### config.mk
export PLATFORM = sky130hd
export DESIGN_NAME = rd1_ddr_burst_issue
export DESIGN_NICKNAME = d
export VERILOG_FILES = /design/src/rtl/rd_ddr_pkg.sv /design/src/rtl/rd_ddr_os_cnt.sv /design/src/rtl/rd1_ddr_burst_issue.sv
export SDC_FILE = /design/constraint.sdc
export NUM_CORES = 1
export LEC_CHECK = 0
export CAP_MARGIN = 20
export CORE_ASPECT_RATIO = 1.25
export CORE_MARGIN = 1.5
export CORE_UTILIZATION = 47
export DETAILED_ROUTE_END_ITERATION = 10
export GPL_TIMING_DRIVEN = 1
export PLACE_DENSITY_LB_ADDON = 0.12
export SYNTH_ARGS = -nofsm -noshare
export SYNTH_HDL_FRONTEND = slang
export SYNTH_SLANG_ARGS = --single-unit
### constraint.sdc
create_clock -name i_clk -period 3.7 [get_ports i_clk]
set_clock_uncertainty 0.2 [all_clocks]
set_input_delay 0.555 -clock i_clk [delete_from_list [all_inputs] [get_ports i_clk]]
set_output_delay 0.555 -clock i_clk [all_outputs]
set_load 0.02 [all_outputs]
### src/rtl/rd_ddr_pkg.sv
// rd_ddr_pkg: definitions shared by the read-1 and read-2 DDR burst issuers.
//   rd_state_e      - issuer FSM state encoding (3 bits, ST_IDLE..ST_REQ)
//   BURST_SHIFT_DEF - default log2(bytes per burst): 16 beats x 32 B
//   ARLEN_W         - width of the AR burst-length field
//   OS_CNT_W        - width of the outstanding-burst counter
package rd_ddr_pkg;

  typedef enum logic [2:0] {
    ST_IDLE = 3'd0,
    ST_POP  = 3'd1,
    ST_LAT1 = 3'd2,
    ST_LAT2 = 3'd3,
    ST_REQ  = 3'd4
  } rd_state_e;

  localparam int unsigned BURST_SHIFT_DEF = 9;
  localparam int unsigned ARLEN_W         = 8;
  localparam int unsigned OS_CNT_W        = 4;

endpackage

### src/rtl/rd_ddr_os_cnt.sv
// rd_ddr_os_cnt: saturating up/down count of bursts issued but not yet completed.
// Ports:
//   i_clk, i_rst  - clock, asynchronous active-high reset
//   i_inc         - AR handshake (one burst issued)
//   i_dec         - burst_done pulse (one burst completed); ignored at zero
//   o_cnt         - current outstanding count
//   o_os_full     - count has reached MAX_OS, no further bursts may start
module rd_ddr_os_cnt
  import rd_ddr_pkg::*;
#(
  parameter int unsigned MAX_OS = 4
) (
  input  logic                i_clk,
  input  logic                i_rst,
  input  logic                i_inc,
  input  logic                i_dec,
  output logic [OS_CNT_W-1:0] o_cnt,
  output logic                o_os_full
);

  logic [OS_CNT_W-1:0] r_cnt;
  logic [OS_CNT_W-1:0] w_cnt_nxt;
  logic                w_dec_eff;

  // A completion with nothing outstanding is spurious and must not wrap the counter.
  assign w_dec_eff = i_dec && (r_cnt != '0);

  always_comb begin
    w_cnt_nxt = r_cnt;
    if (i_inc && !w_dec_eff) begin
      if (r_cnt != '1) w_cnt_nxt = r_cnt + 1'b1;
    end else if (!i_inc && w_dec_eff) begin
      w_cnt_nxt = r_cnt - 1'b1;
    end
  end

  always_ff @(posedge i_clk or posedge i_rst) begin
    if (i_rst) r_cnt <= '0;
    else       r_cnt <= w_cnt_nxt;
  end

  assign o_cnt     = r_cnt;
  assign o_os_full = (32'(r_cnt) >= MAX_OS);

endmodule

### src/rtl/rd1_ddr_burst_issue.sv
// rd1_ddr_burst_issue: pops burst indices from the read-1 DDR address FIFO, turns each into
// a byte address (frame_base + index << BURST_SHIFT) and issues it as a DDR read request.
// Ports:
//   i_clk, i_rst     - clock, asynchronous active-high reset
//   i_enable         - permits a new pop (looked at in IDLE only)
//   i_frame_base     - frame buffer base, captured together with the index
//   i_fifo_rd_data   - FIFO data, valid two cycles after o_fifo_rd_en
//   i_fifo_rd_empty  - FIFO empty
//   o_fifo_rd_en     - one-cycle pop strobe
//   o_arvalid/o_araddr/o_arlen, i_arready - read-address request handshake
//   i_burst_done     - one pulse per completed burst
//   o_os_cnt         - outstanding burst count
//   o_busy           - transaction in progress or bursts outstanding
module rd1_ddr_burst_issue
  import rd_ddr_pkg::*;
#(
  parameter int unsigned IDX_W       = 10,
  parameter int unsigned DDR_ADDR_W  = 28,
  parameter int unsigned BURST_LEN   = 16,
  parameter int unsigned BURST_SHIFT = BURST_SHIFT_DEF,
  parameter int unsigned MAX_OS      = 4
) (
  input  logic                  i_clk,
  input  logic                  i_rst,
  input  logic                  i_enable,
  input  logic [DDR_ADDR_W-1:0] i_frame_base,
  input  logic [IDX_W-1:0]      i_fifo_rd_data,
  input  logic                  i_fifo_rd_empty,
  output logic                  o_fifo_rd_en,
  output logic                  o_arvalid,
  output logic [DDR_ADDR_W-1:0] o_araddr,
  output logic [ARLEN_W-1:0]    o_arlen,
  input  logic                  i_arready,
  input  logic                  i_burst_done,
  output logic [OS_CNT_W-1:0]   o_os_cnt,
  output logic                  o_busy
);

  rd_state_e             r_state;
  rd_state_e             w_state_nxt;
  logic                  r_arvalid;
  logic [DDR_ADDR_W-1:0] r_araddr;
  logic [DDR_ADDR_W-1:0] w_offset;
  logic [DDR_ADDR_W-1:0] w_araddr_nxt;
  logic                  w_pop;
  logic                  w_ar_hs;
  logic                  w_os_full;
  logic [OS_CNT_W-1:0]   w_os_cnt;

  // Truncation to DDR_ADDR_W makes the sum wrap modulo 2^DDR_ADDR_W.
  assign w_offset     = DDR_ADDR_W'(i_fifo_rd_data) << BURST_SHIFT;
  assign w_araddr_nxt = i_frame_base + w_offset;
  assign w_ar_hs      = r_arvalid && i_arready;

  always_comb begin
    w_state_nxt = r_state;
    w_pop       = 1'b0;
    unique case (r_state)
      ST_IDLE: begin
        if (i_enable && !i_fifo_rd_empty && !w_os_full) w_state_nxt = ST_POP;
      end
      ST_POP: begin
        w_pop       = 1'b1;
        w_state_nxt = ST_LAT1;
      end
      ST_LAT1: w_state_nxt = ST_LAT2;
      ST_LAT2: w_state_nxt = ST_REQ;
      ST_REQ: begin
        if (i_arready) w_state_nxt = ST_IDLE;
      end
      default: w_state_nxt = ST_IDLE;
    endcase
  end

  always_ff @(posedge i_clk or posedge i_rst) begin
    if (i_rst) begin
      r_state   <= ST_IDLE;
      r_arvalid <= 1'b0;
      r_araddr  <= '0;
    end else begin
      r_state <= w_state_nxt;
      // FIFO data lands in LAT2; address and valid go up together for REQ.
      if (r_state == ST_LAT2) begin
        r_araddr  <= w_araddr_nxt;
        r_arvalid <= 1'b1;
      end else if (w_ar_hs) begin
        r_arvalid <= 1'b0;
      end
    end
  end

  rd_ddr_os_cnt #(
    .MAX_OS (MAX_OS)
  ) u_os_cnt (
    .i_clk     (i_clk),
    .i_rst     (i_rst),
    .i_inc     (w_ar_hs),
    .i_dec     (i_burst_done),
    .o_cnt     (w_os_cnt),
    .o_os_full (w_os_full)
  );

  assign o_fifo_rd_en = w_pop;
  assign o_arvalid    = r_arvalid;
  assign o_araddr     = r_araddr;
  assign o_arlen      = ARLEN_W'(BURST_LEN - 1);
  assign o_os_cnt     = w_os_cnt;
  assign o_busy       = (r_state != ST_IDLE) || (w_os_cnt != '0);

endmodule
* Yosys cells after proc, flatten, opt, wreduce, memory -nomap -nowiden
Index checks and enable logic that the tools add are counted.
Word-level totals: register bits after elaboration 36, bits of input ports 44, memories kept 0, ROM bits 0, output and inout port bits 43, bits in latches 0, logic and storage cells 43, bits in writable memories 0
Operators by class: order comparisons 1, eq/ne operators 8, reduce and logical (&&, ||, !) cells 18, shifts and indexed selects 0, multiplexer cells 9, $mul 0, divide/modulo/power cells 0, add/sub/neg operators 3, bitwise gates (word level) 0
Operators by type and width (count):
- 28-bit by 19-bit adder with 28-bit output | 1
- 3-bit one-hot mux with 5 select lines | 1
- 4-bit two-way mux | 3
- 3-bit by 2-bit equality test with 1-bit output, second input constant | 2
- 1-bit logical AND | 6
- 3-bit two-way mux | 2
- 2-bit != test, second input constant | 3
- 4-bit by 1-bit adder with 4-bit output, second input constant | 1
- 4-bit by 3-bit >= comparator with 1-bit output, second input constant | 1
- 1-bit logical NOT | 4
- 4-bit != test, second input constant | 1
- 2-bit AND reduction | 2
- 2-bit nonzero test | 2
- 4-bit nonzero test | 1
- 4-bit by 1-bit subtractor with 4-bit output, second input constant | 1
- 3-bit by 1-bit equality test with 1-bit output, second input constant | 1
- 3-bit equality test, second input constant | 1
- 3-bit logical NOT | 1
- 1-bit two-way mux | 3
- 3-bit nonzero test | 1
- 1-bit logical OR | 1

* Depth between registers and ports, before layout
Gate-level depths: netlist of run 1.
depth after elaboration 6, mapped depth 9, mapped depth without buffers 9

* Modules after synthesis
From an unflattened synthesis of run 1, not the netlist that was laid out.
Second synthesis, totals: cells, all modules 213, area total of the unflattened synthesis 2143.3 um^2
Modules (own cells, without submodules):
- rd1_ddr_burst_issue | times used 1, cells each 186, area each 1848.0 um^2, sequential area each 800.8 um^2
- rd_ddr_os_cnt | times used 1, cells each 27, area each 295.3 um^2, sequential area each 100.1 um^2

* Worst setup path after synthesis of run 1
OpenSTA, ideal clock, no wires.
kind flip-flop to flip-flop, start register u_os_cnt.r_cnt[0], in the netlist u_os_cnt.o_cnt[0], end register u_os_cnt.r_cnt[3], in the netlist u_os_cnt.o_cnt[3], clock period less this slack 2.606 ns, data required time 3.368 ns, arrival time 2.273 ns, slack 1.094 ns, cell stages (with the launch flop) 10, path buffers 0, library setup time 0.132 ns, cell sequence dfrtp_1 -> or4_4 -> nand2_4 -> nand3_4 -> ha_1 -> a21o_1 -> a21oi_1 -> xnor2_2 -> nand2_1 -> xnor2_1
Between the ends: longest elaborated chain between the ends 6, elaborated cells on any way between the ends 14, classes of those cells add/sub: 2; eq/ne: 2; mux: 3; reduce/logical: 7
RTL lines:
- start: declaration | line rd_ddr_os_cnt.sv:21 | logic [OS_CNT_W-1:0] r_cnt;
- start signal: assignment | line rd_ddr_os_cnt.sv:39 | else r_cnt <= w_cnt_nxt;
- parallel branches: the longest is 6 deep, another holds 4-bit by 1-bit subtractor with 4-bit output
Several ways; the timed one is not identified. The select of a mux whose other input is x is not followed. A chain may end at the register's enable or synchronous reset.

* Worst setup path after layout of run 1
start register u_os_cnt.r_cnt[0], in the netlist u_os_cnt.o_cnt[0], end output port o_busy
Between the ends: longest elaborated chain between the ends 2
RTL lines:
- 4-bit nonzero test | line rd1_ddr_burst_issue.sv:108 | assign o_busy = (r_state != ST_IDLE) || (w_os_cnt != '0);
- 1-bit logical OR | line rd1_ddr_burst_issue.sv:108
- end: declaration | line rd1_ddr_burst_issue.sv:36 | output logic o_busy
No other way between the ends.

==> reports/qor.yml, run 1 <==
clock_sinks: 36
final_core_util: 0.6944
post_cts_buffers: 0
power.leakage_uw: 0.001322
crit_path_start_kind: "flip-flop"
fillers: 342
vias: 1802
syn_avg_cell_area_um2: 9.924
period_minus_slack_ps: 3043
start_util: 0.4911
synth_area_um2: 2173
synth-seq-area-share: 0.4145
yosys_warnings: 0
finalHoldWorstSlack_ps: 282.6
fin_total_pwr_uw: 2196
rsz0062_at_grt: "false"
routedWlPerCell_um: 12.37
cp-end-kind: "output port"
grt_util_all_layers: 0.1940
fin_crit_sh: 0.8225
min_from: "o_araddr[16]"
clk_pin_slew_ps: 70
n_antenna_cell: 0
regToRegSetupSlack_ps: 1070
grt_pass1_vias: 1653
dieArea_um2: 5043
drc: 0
cts_root_buf: "clkbuf_8"
cts_inserted_buffers: 5
required_ps: 2940
viasPerCell: 5.048
wirelength_um: 4417
core_um2: 4425
max_freq_mhz: 328.6
layout.nets: 356
syn_inst: 219
powerDensity_nw_per_um2: 714.7
pin_count: 87
drt_first_pass_iters: 4
final_cell_mix: "clkdlybuf4s50_1 (78), dfrtp_1 (36), nand2_1 (29), ha_1 (12)"
drt_iter0_drc: 99
antenna_found_initial: 0
ir_drop_mv: 0.2340
cts_tree: "built"
slew_violations: 0
hold_path_depth: 2
tns_ps: 0
synth-edff-count: 0
worstPathArrival_ps: 2290
ant_nets: 0
grt_overflow: 0
fp-row-count: 27
ys.flop_type: "dfrtp_1"
gp_congestion: 0.9090
fp.dieH_um: 79.03
htree_num_levels: 2
reg2reg_depth: 9
worst_pin_slew_ps: 734.2
holdPathEnd: "o_araddr[16]"
register_area_um2: 900.9
port_buffers: 78
synth.distinct_cells: 45
grt_max_degree: 37
die_w_um: 63.82
worstSetupPathType: "reg -> out"
clockBufferDepth: 2
cts-hold-fix-buffers: 0
multi_input_area_um2: 1189
hold_path.class: "reg -> reg"
layout_commonest_cell: "clkdlybuf4s50_1"
status: "complete, no violations"
hold_viol_final: 0
hpwlAfterDp_um: 3491
slew-limit-headroom: 0.5090
cts-resized-gates: 0
cap_violations: 0
clk_latency_ps: 290
synth_seq_cells: 36
rr_endpoint: "u_os_cnt.o_cnt[3]"
r2r-start: "u_os_cnt.o_cnt[0]"
synth-async-reset-ratio: 1.000
cp_max_fo: 7
synthToLayoutAreaGrowth_pct: 41.39
drive_gt1_frac: 0.09030
finalSetupViolations: 0
grt_pass1_wl_um: 7652
sequential cells by signal, summed over array words and instances (netlist names):
signal,cells
u_os_cnt.o_cnt,4
o_arvalid,1
o_araddr,28
r_state,3
Yosys cell counts (all sizes together) (2+ instances only):
cell type	count	share of area
o31a	2	0.0081
a21o	6	0.021
nand3	7	0.022
nor2b	2	0.0058
or4	2	0.0086
fa	2	0.018
clkbuf	5	0.0086
xor2	9	0.036
buf	9	0.030
a211oi	2	0.0069
nand2	30	0.055
xnor2	11	0.048
o21ai	22	0.051
conb	2	0.0035
nand4b	2	0.0081
dfrtp	36	0.41
o211ai	2	0.0069
nor3	3	0.0069
mux2	11	0.057
ha	12	0.069
a21oi	11	0.025
inv	6	0.010
nor2	9	0.016
and2	2	0.0058
layout make-up:
type | instances | area share
Tap cell | 58 | 0.02362
Timing Repair Buffer | 80 | 0.2590
Multi-Input combinational cell | 169 | 0.3868
Inverter | 6 | 0.007329
Clock buffer | 6 | 0.02687
Sequential cell | 36 | 0.2932
Clock inverter | 2 | 0.003257
worst max-delay path: stages (launching register included):
cell and delay, ps:
dfrtp_1 470, or4_4 570, or4_1 410, clkdlybuf4s50_1 550
report_power, final:
group / internal (µW) / leakage, µW / switching [µW] / total [µW]
Sequential: 594 / 0.000434 / 152 / 747
Combinational: 594 / 0.000836 / 569 / 1160
Clock: 148 / 0.0000510 / 137 / 286
metrics by stage:
| step | setup WS [ps] | instance area (µm²) | instances |
|---|---|---|---|
| after global placement | 804.9 | 2980 | 349 |
| final | 656.7 | 3073 | 357 |
| after CTS | 640.1 | 3073 | 357 |
| after detailed placement | 715.5 | 2980 | 349 |
| after floorplan | 1094 | 2196 | 225 |
| after global routing | 575.7 | 3073 | 357 |
worst max path at each step:
stage / startpoint / end / slack [ps] / cells past startpoint
after detailed placement: i_frame_base[9] / o_araddr[27] / 720 / 10
after floorplan: u_os_cnt.o_cnt[0] / u_os_cnt.o_cnt[3] / 1090 / 9
after global placement: i_frame_base[9] / o_araddr[27] / 800 / 10
after global routing: u_os_cnt.o_cnt[0] / o_busy / 580 / 3
final: u_os_cnt.o_cnt[0] / o_busy / 660 / 3
after CTS: u_os_cnt.o_cnt[0] / o_busy / 640 / 3
metal layers:
metal / part of all wire / track usage / wire (µm)
met3: 0.038 / 0.02833 / 169
met1: 0.44 / 0.2387 / 1944
met4: 0.022 / 0.09130 / 95
met5: 0 / 0 / 0
met2: 0.50 / 0.3323 / 2208
kinds of logic after synthesis:
kind of cell	Yosys count	share of synthesized area
other	2	0.003456
AOI/OAI and AO/OA	52	0.1526
muxes	11	0.05700
buffers and inverters	20	0.04893
adders and majority gates	14	0.08751
and+or+nand+nor	64	0.1520
DFF	36	0.4145
xor gates and xnor gates	20	0.08406
No activity file was read; power rests on OpenSTA's default activity.
==> run 2: changes to the inputs <==
- CORE_UTILIZATION: 47 -> 44
- clock period: 3.7 -> 2.9 ns (I/O delays scaled with it)
==> run 2 against run 1 <==
  * Clock power up 28%
  * Core utilization down 3.5 points
  * Die area up 6.5%
  * Largest cell class unchanged
==> reports/qor.yml, run 2 (synthesis results as in run 1) <==
status: "complete, no violations"  # unchanged
cp-endpoint: "o_busy"  # unchanged
cts_inserted_buffers: 5  # unchanged
grt_pass1_vias: 1774  # was 1653
cap_violations: 0  # unchanged
clockBufferDepth: 2  # unchanged
htree_num_levels: 2  # unchanged
post_cts_buffers: 0  # unchanged
finalSetupViolations: 0  # unchanged
antenna_found_initial: 0  # unchanged
largest_register_ffs: 28  # unchanged
grt_util_all_layers: 0.1935  # was 0.1940
r2r-start: "u_os_cnt.o_cnt[3]"  # was u_os_cnt.o_cnt[0]
fp.dieH_um: 81.58  # was 79.03 µm
required_ps: 2270  # was 2940 ps
hpwlAfterDp_um: 3837  # was 3491 µm
clk_pin_slew_ps: 70  # about the same
cts-hold-fix-buffers: 0  # unchanged
viasPerCell: 4.994  # was 5.048
worstPathArrival_ps: 2050  # was 2290 ps
hold_viol_final: 0  # unchanged
path_cells: "or4_4, or4_1, dlygate4sd2_1"  # was or4_4, or4_1, clkdlybuf4s50_1
fin_crit_sh: 0.9247
fp-row-count: 28  # was 27
drc: 0  # unchanged
cpPeakStageDelay_ps: 590  # was 570 ps
start_util: 0.4595  # was 0.4911
worstSetupPathType: "reg -> out"  # unchanged
max_freq_mhz: 372.9
core_um2: 4730  # was 4425 µm²
pin_count: 87  # unchanged
vias: 1813  # was 1802
ant_nets: 0  # unchanged
regToRegSetupSlack_ps: 270  # was 1070 ps
cts_tree: "built"  # unchanged
worst_pin_slew_ps: 720.9  # was 734.2 ps
grt_max_degree: 42  # was 37
n_antenna_cell: 0  # unchanged
gp_congestion: 0.9522  # was 0.9090
clk_latency_ps: 290  # about the same
power.leakage_uw: 0.001345  # was 0.001322 µW
slowest_stage: "or4_4"  # unchanged
drt_first_pass_iters: 4  # unchanged
placed_cells_incl_taps: 355  # was 349
fillers: 416  # was 342
layout_commonest_cell: "clkdlybuf4s50_1"  # unchanged
fin_total_pwr_uw: 2854  # was 2196 µW
final_core_util: 0.6590  # was 0.6944
ir_drop_mv: 0.3374  # was 0.2340 mV
cts_root_buf: "clkbuf_8"  # unchanged
tns_ps: 0  # unchanged
rsz0062_at_grt: "false"  # unchanged
routedWlPerCell_um: 13.19  # was 12.37 µm
clock_sinks: 36  # unchanged
synthToLayoutAreaGrowth_pct: 43.41  # was 41.39%
slew_violations: 0  # unchanged
die_w_um: 65.86  # was 63.82 µm
slew-limit-headroom: 0.5189  # was 0.5090
dieArea_um2: 5373  # was 5043 µm²
grt_overflow: 0  # unchanged
period_minus_slack_ps: 2682
cp_max_fo: 5  # was 7
grt_pass1_wl_um: 7900  # was 7652 µm
cp-end-kind: "output port"  # unchanged
port_buffers: 78  # unchanged
rr_endpoint: "u_os_cnt.o_cnt[3]"  # unchanged
layout.nets: 360  # was 356
cts-resized-gates: 1  # was 0
hold_path.class: "reg -> reg"  # unchanged
final_cell_mix: "clkdlybuf4s50_1 (77), dfrtp_1 (36), nand2_1 (29), ha_1 (12)"  # was clkdlybuf4s50_1 (78), dfrtp_1 (36), nand2_1 (29), ha_1 (12)
drive_gt1_frac: 0.1023  # was 0.09030
powerDensity_nw_per_um2: 915.6  # was 714.7 nW/µm²
wirelength_um: 4788  # was 4417 µm
final_cells: 363  # was 357
drt_iter0_drc: 56  # was 99
crit_path_start_kind: "flip-flop"  # unchanged
reg2reg_depth: 9  # unchanged
startpoint: "u_os_cnt.o_cnt[3]"  # was u_os_cnt.o_cnt[0]
-- run 2: layout make-up --
| class | instances | area, µm² | share of cell area |
|---|---|---|---|
| multi-input cells | 169 | 1189 | 0.3814 |
| flip-flops and latches | 36 | 900.9 | 0.2890 |
| repair buffers | 84 | 837.1 | 0.2686 |
| inverters | 6 | 22.52 | 0.007226 |
| clock buffers | 6 | 82.58 | 0.02650 |
| well taps | 60 | 75.07 | 0.02409 |
| clock inverters | 2 | 10.01 | 0.003212 |
-- run 2: power by group --
group	switching (µW)	internal, µW
Combinational	767	789
Clock	176	189
Sequential	174	759
Total	1120	1740
-- run 2: critical path, delay by kind of cell (launching register included) --
kind	cells	cell delay, ps
flip-flops	1	450
AND/OR/NAND/NOR	2	980
buffers and inverters	1	330
-- run 2: per-stage QoR --
stage	cell area (µm²)	hold WS, ps	setup slack, ps
2_1_floorplan	2196	261.3	294.2
3_3_place_gp	3025	260.4	169.1
3_5_place_dp	3025	274.4	119.1
4_1_cts	3117	291.2	191.3
5_1_grt	3117	314.2	125.1
6_report	3117	285.1	218.3
-- run 2: how the worst min path moves through the flow --
stage	cells past startpoint	endpoint	startpoint	slack (ps)
4_1_cts	2	o_araddr[17]	o_araddr[17]	290
3_3_place_gp	2	o_araddr[16]	o_araddr[16]	260
3_5_place_dp	2	o_araddr[17]	o_araddr[17]	270
2_1_floorplan	1	r_state[1]	r_state[2]	260
6_report	2	o_araddr[17]	o_araddr[17]	290
5_1_grt	2	o_araddr[15]	o_araddr[15]	310
-- run 2: routing by layer --
layer	vias up	routed length, µm	global-route usage
met5	-	0	0
met4	0	108	0.09375
met2	52	2438	0.3394
li1	915	-	-
met3	7	203	0.03699
met1	839	2038	0.2254
==> run 3: changes to the inputs <==
- CORE_MARGIN: 1.5 -> unset
==> run 3 against run 2 <==
  * First-iteration DRC count decreased by 7.1%
  * Non-clock buffer count shrank 1
  * Clock power fell by 11%
  * Flip-flop and latch count did not move
  * Critical endpoint unchanged
  * Highest routed layer unchanged
  * Die area down 2.7%
  * Clock-buffer cell count unchanged
  * Hold slack got worse by 120 ps
  * Wire length is 4.3% lower
  * Critical path type unchanged
  * Fmax grew 0.15%
  * Combinational power is 3% lower
  * Via count is 0.77% higher
==> reports/qor.yml, run 3 (synthesis results as in run 1) <==
grt_pass1_wl_um: 7824  # was 7900 µm
core_um2: 4730  # unchanged
finalSetupViolations: 0  # unchanged
slew_violations: 0  # unchanged
die_w_um: 64.86  # was 65.86 µm
fin_total_pwr_uw: 2791  # was 2854 µW
layout_commonest_cell: "clkdlybuf4s50_1"  # unchanged
hpwlAfterDp_um: 3714  # was 3837 µm
pin_count: 87  # unchanged
cap_violations: 0  # unchanged
clock_sinks: 36  # unchanged
status: "complete, no violations"  # unchanged
fin_crit_sh: 0.9233  # was 0.9247
n_antenna_cell: 0  # unchanged
drc: 0  # unchanged
gp_congestion: 0.8874  # was 0.9522
hold_viol_final: 0  # unchanged
worstSetupPathType: "reg -> out"  # unchanged
start_util: 0.4595  # unchanged
cts_tree: "built"  # unchanged
setup_slack_ps: 222.5  # was 218.3 ps
hold_path.class: "in -> async"  # was reg -> reg
ant_nets: 0  # unchanged
drive_gt1_frac: 0.09302  # was 0.1023
synthToLayoutAreaGrowth_pct: 42.37  # was 43.41%
layout.nets: 359  # was 360
cts_root_buf: "clkbuf_8"  # unchanged
routedWlPerCell_um: 12.69  # was 13.19 µm
viasPerCell: 5.061  # was 4.994
fillers: 422  # was 416
port_buffers: 78  # unchanged
worst-path-buf-inv: 1  # unchanged
placed_cells_incl_taps: 354  # was 355
grt_overflow: 0  # unchanged
cpLargestDelayFamily: "simple AND/OR/NAND/NOR gates"  # unchanged
final_cell_mix: "clkdlybuf4s50_1 (77), dfrtp_1 (36), nand2_1 (29), ha_1 (12)"  # unchanged
fp-row-count: 28  # unchanged
max_freq_mhz: 373.5  # was 372.9 MHz
wirelength_um: 4582  # was 4788 µm
antenna_found_initial: 0  # unchanged
final_cells: 361  # was 363
cpPeakStageDelay_ps: 580  # was 590 ps
cts_inserted_buffers: 5  # unchanged
largest_register_ffs: 28  # unchanged
cp-end-kind: "output port"  # unchanged
clk_pin_slew_ps: 70  # about the same
dp_worst_setup_slack_ps: 78.00  # was 119.1 ps
period_minus_slack_ps: 2678  # was 2682 ps
clk_latency_ps: 280  # was 290 ps
rsz0062_at_grt: "false"  # unchanged
dieArea_um2: 5226  # was 5373 µm²
worstPathArrival_ps: 2040  # was 2050 ps
grt_pass1_vias: 1718  # was 1774
slowest_stage: "or4_4"  # unchanged
tns_ps: 0  # unchanged
fp.dieH_um: 80.58  # was 81.58 µm
required_ps: 2270  # about the same
powerDensity_nw_per_um2: 902.1  # was 915.6 nW/µm²
path_cells: "or4_4, or4_1, dlygate4sd2_1"  # unchanged
grt_util_all_layers: 0.1938  # was 0.1935
drt_first_pass_iters: 4  # unchanged
htree_num_levels: 2  # unchanged
drt_iter0_drc: 52  # was 56
vias: 1827  # was 1813
cp_max_fo: 5  # unchanged
cts-hold-fix-buffers: 0  # unchanged
power.leakage_uw: 0.001331  # was 0.001345 µW
ir_drop_mv: 0.2784  # was 0.3374 mV
grt_max_degree: 44  # was 42
clockBufferDepth: 2  # unchanged
crit_path_start_kind: "flip-flop"  # unchanged
==> run 3: metal layers <==
metal	vias up	GRT usage	wire length (µm)
met1	847	0.2413	1928
met5	-	0	0
li1	917	-	-
met3	9	0.02699	162
met4	0	0.07333	95
met2	54	0.3354	2394
==> run 3: worst paths after layout <==
path	from	slack (ps)	endpoint	cells past startpoint
min in group i_clk	o_araddr[13]	280	o_araddr[13]	1
max in group asynchronous	i_rst	1820	o_araddr[16]	3
worst max register to register	u_os_cnt.o_cnt[3]	300	u_os_cnt.o_cnt[3]	9
worst min register to register	o_araddr[13]	280	o_araddr[13]	1
worst min-delay path	i_rst	160	o_araddr[2]	2
worst max-delay path	u_os_cnt.o_cnt[3]	220	o_busy	3
==> run 3: per-stage QoR <==
stage	instance area (µm²)	utilization	hold WS (ps)
2_1_floorplan	2196	-	261.3
3_3_place_gp	3018	0.6381	260.6
3_5_place_dp	3018	0.6381	265.1
4_1_cts	3094	0.6542	161.0
5_1_grt	3094	0.6542	168.2
6_report	3094	0.6542	161.1
==> run 3: area by class of cell <==
| cell class | instances | area [µm²] | area share |
|---|---|---|---|
| inverters | 6 | 22.52 | 0.007279 |
| repair buffers | 83 | 829.5 | 0.2681 |
| well taps | 60 | 75.07 | 0.02426 |
| flip-flops and latches | 36 | 900.9 | 0.2911 |
| multi-input cells | 169 | 1189 | 0.3841 |
| clock inverters | 1 | 5.005 | 0.001617 |
| clock buffers | 6 | 72.57 | 0.02345 |
==> run 3: what timing repair did <==
| item | 4_1_cts | 5_1_grt |
|---|---|---|
| endpoints found under the setup margin | 1 | 0 |
| resized for setup | 1 | 0 |
| buffers inserted | 0 | 0 |
==> run 3: report_power, final <==
group / internal (µW) / switching, µW
clock: 163 / 161
sequential: 759 / 185
combinational: 779 / 744
total: 1700 / 1090
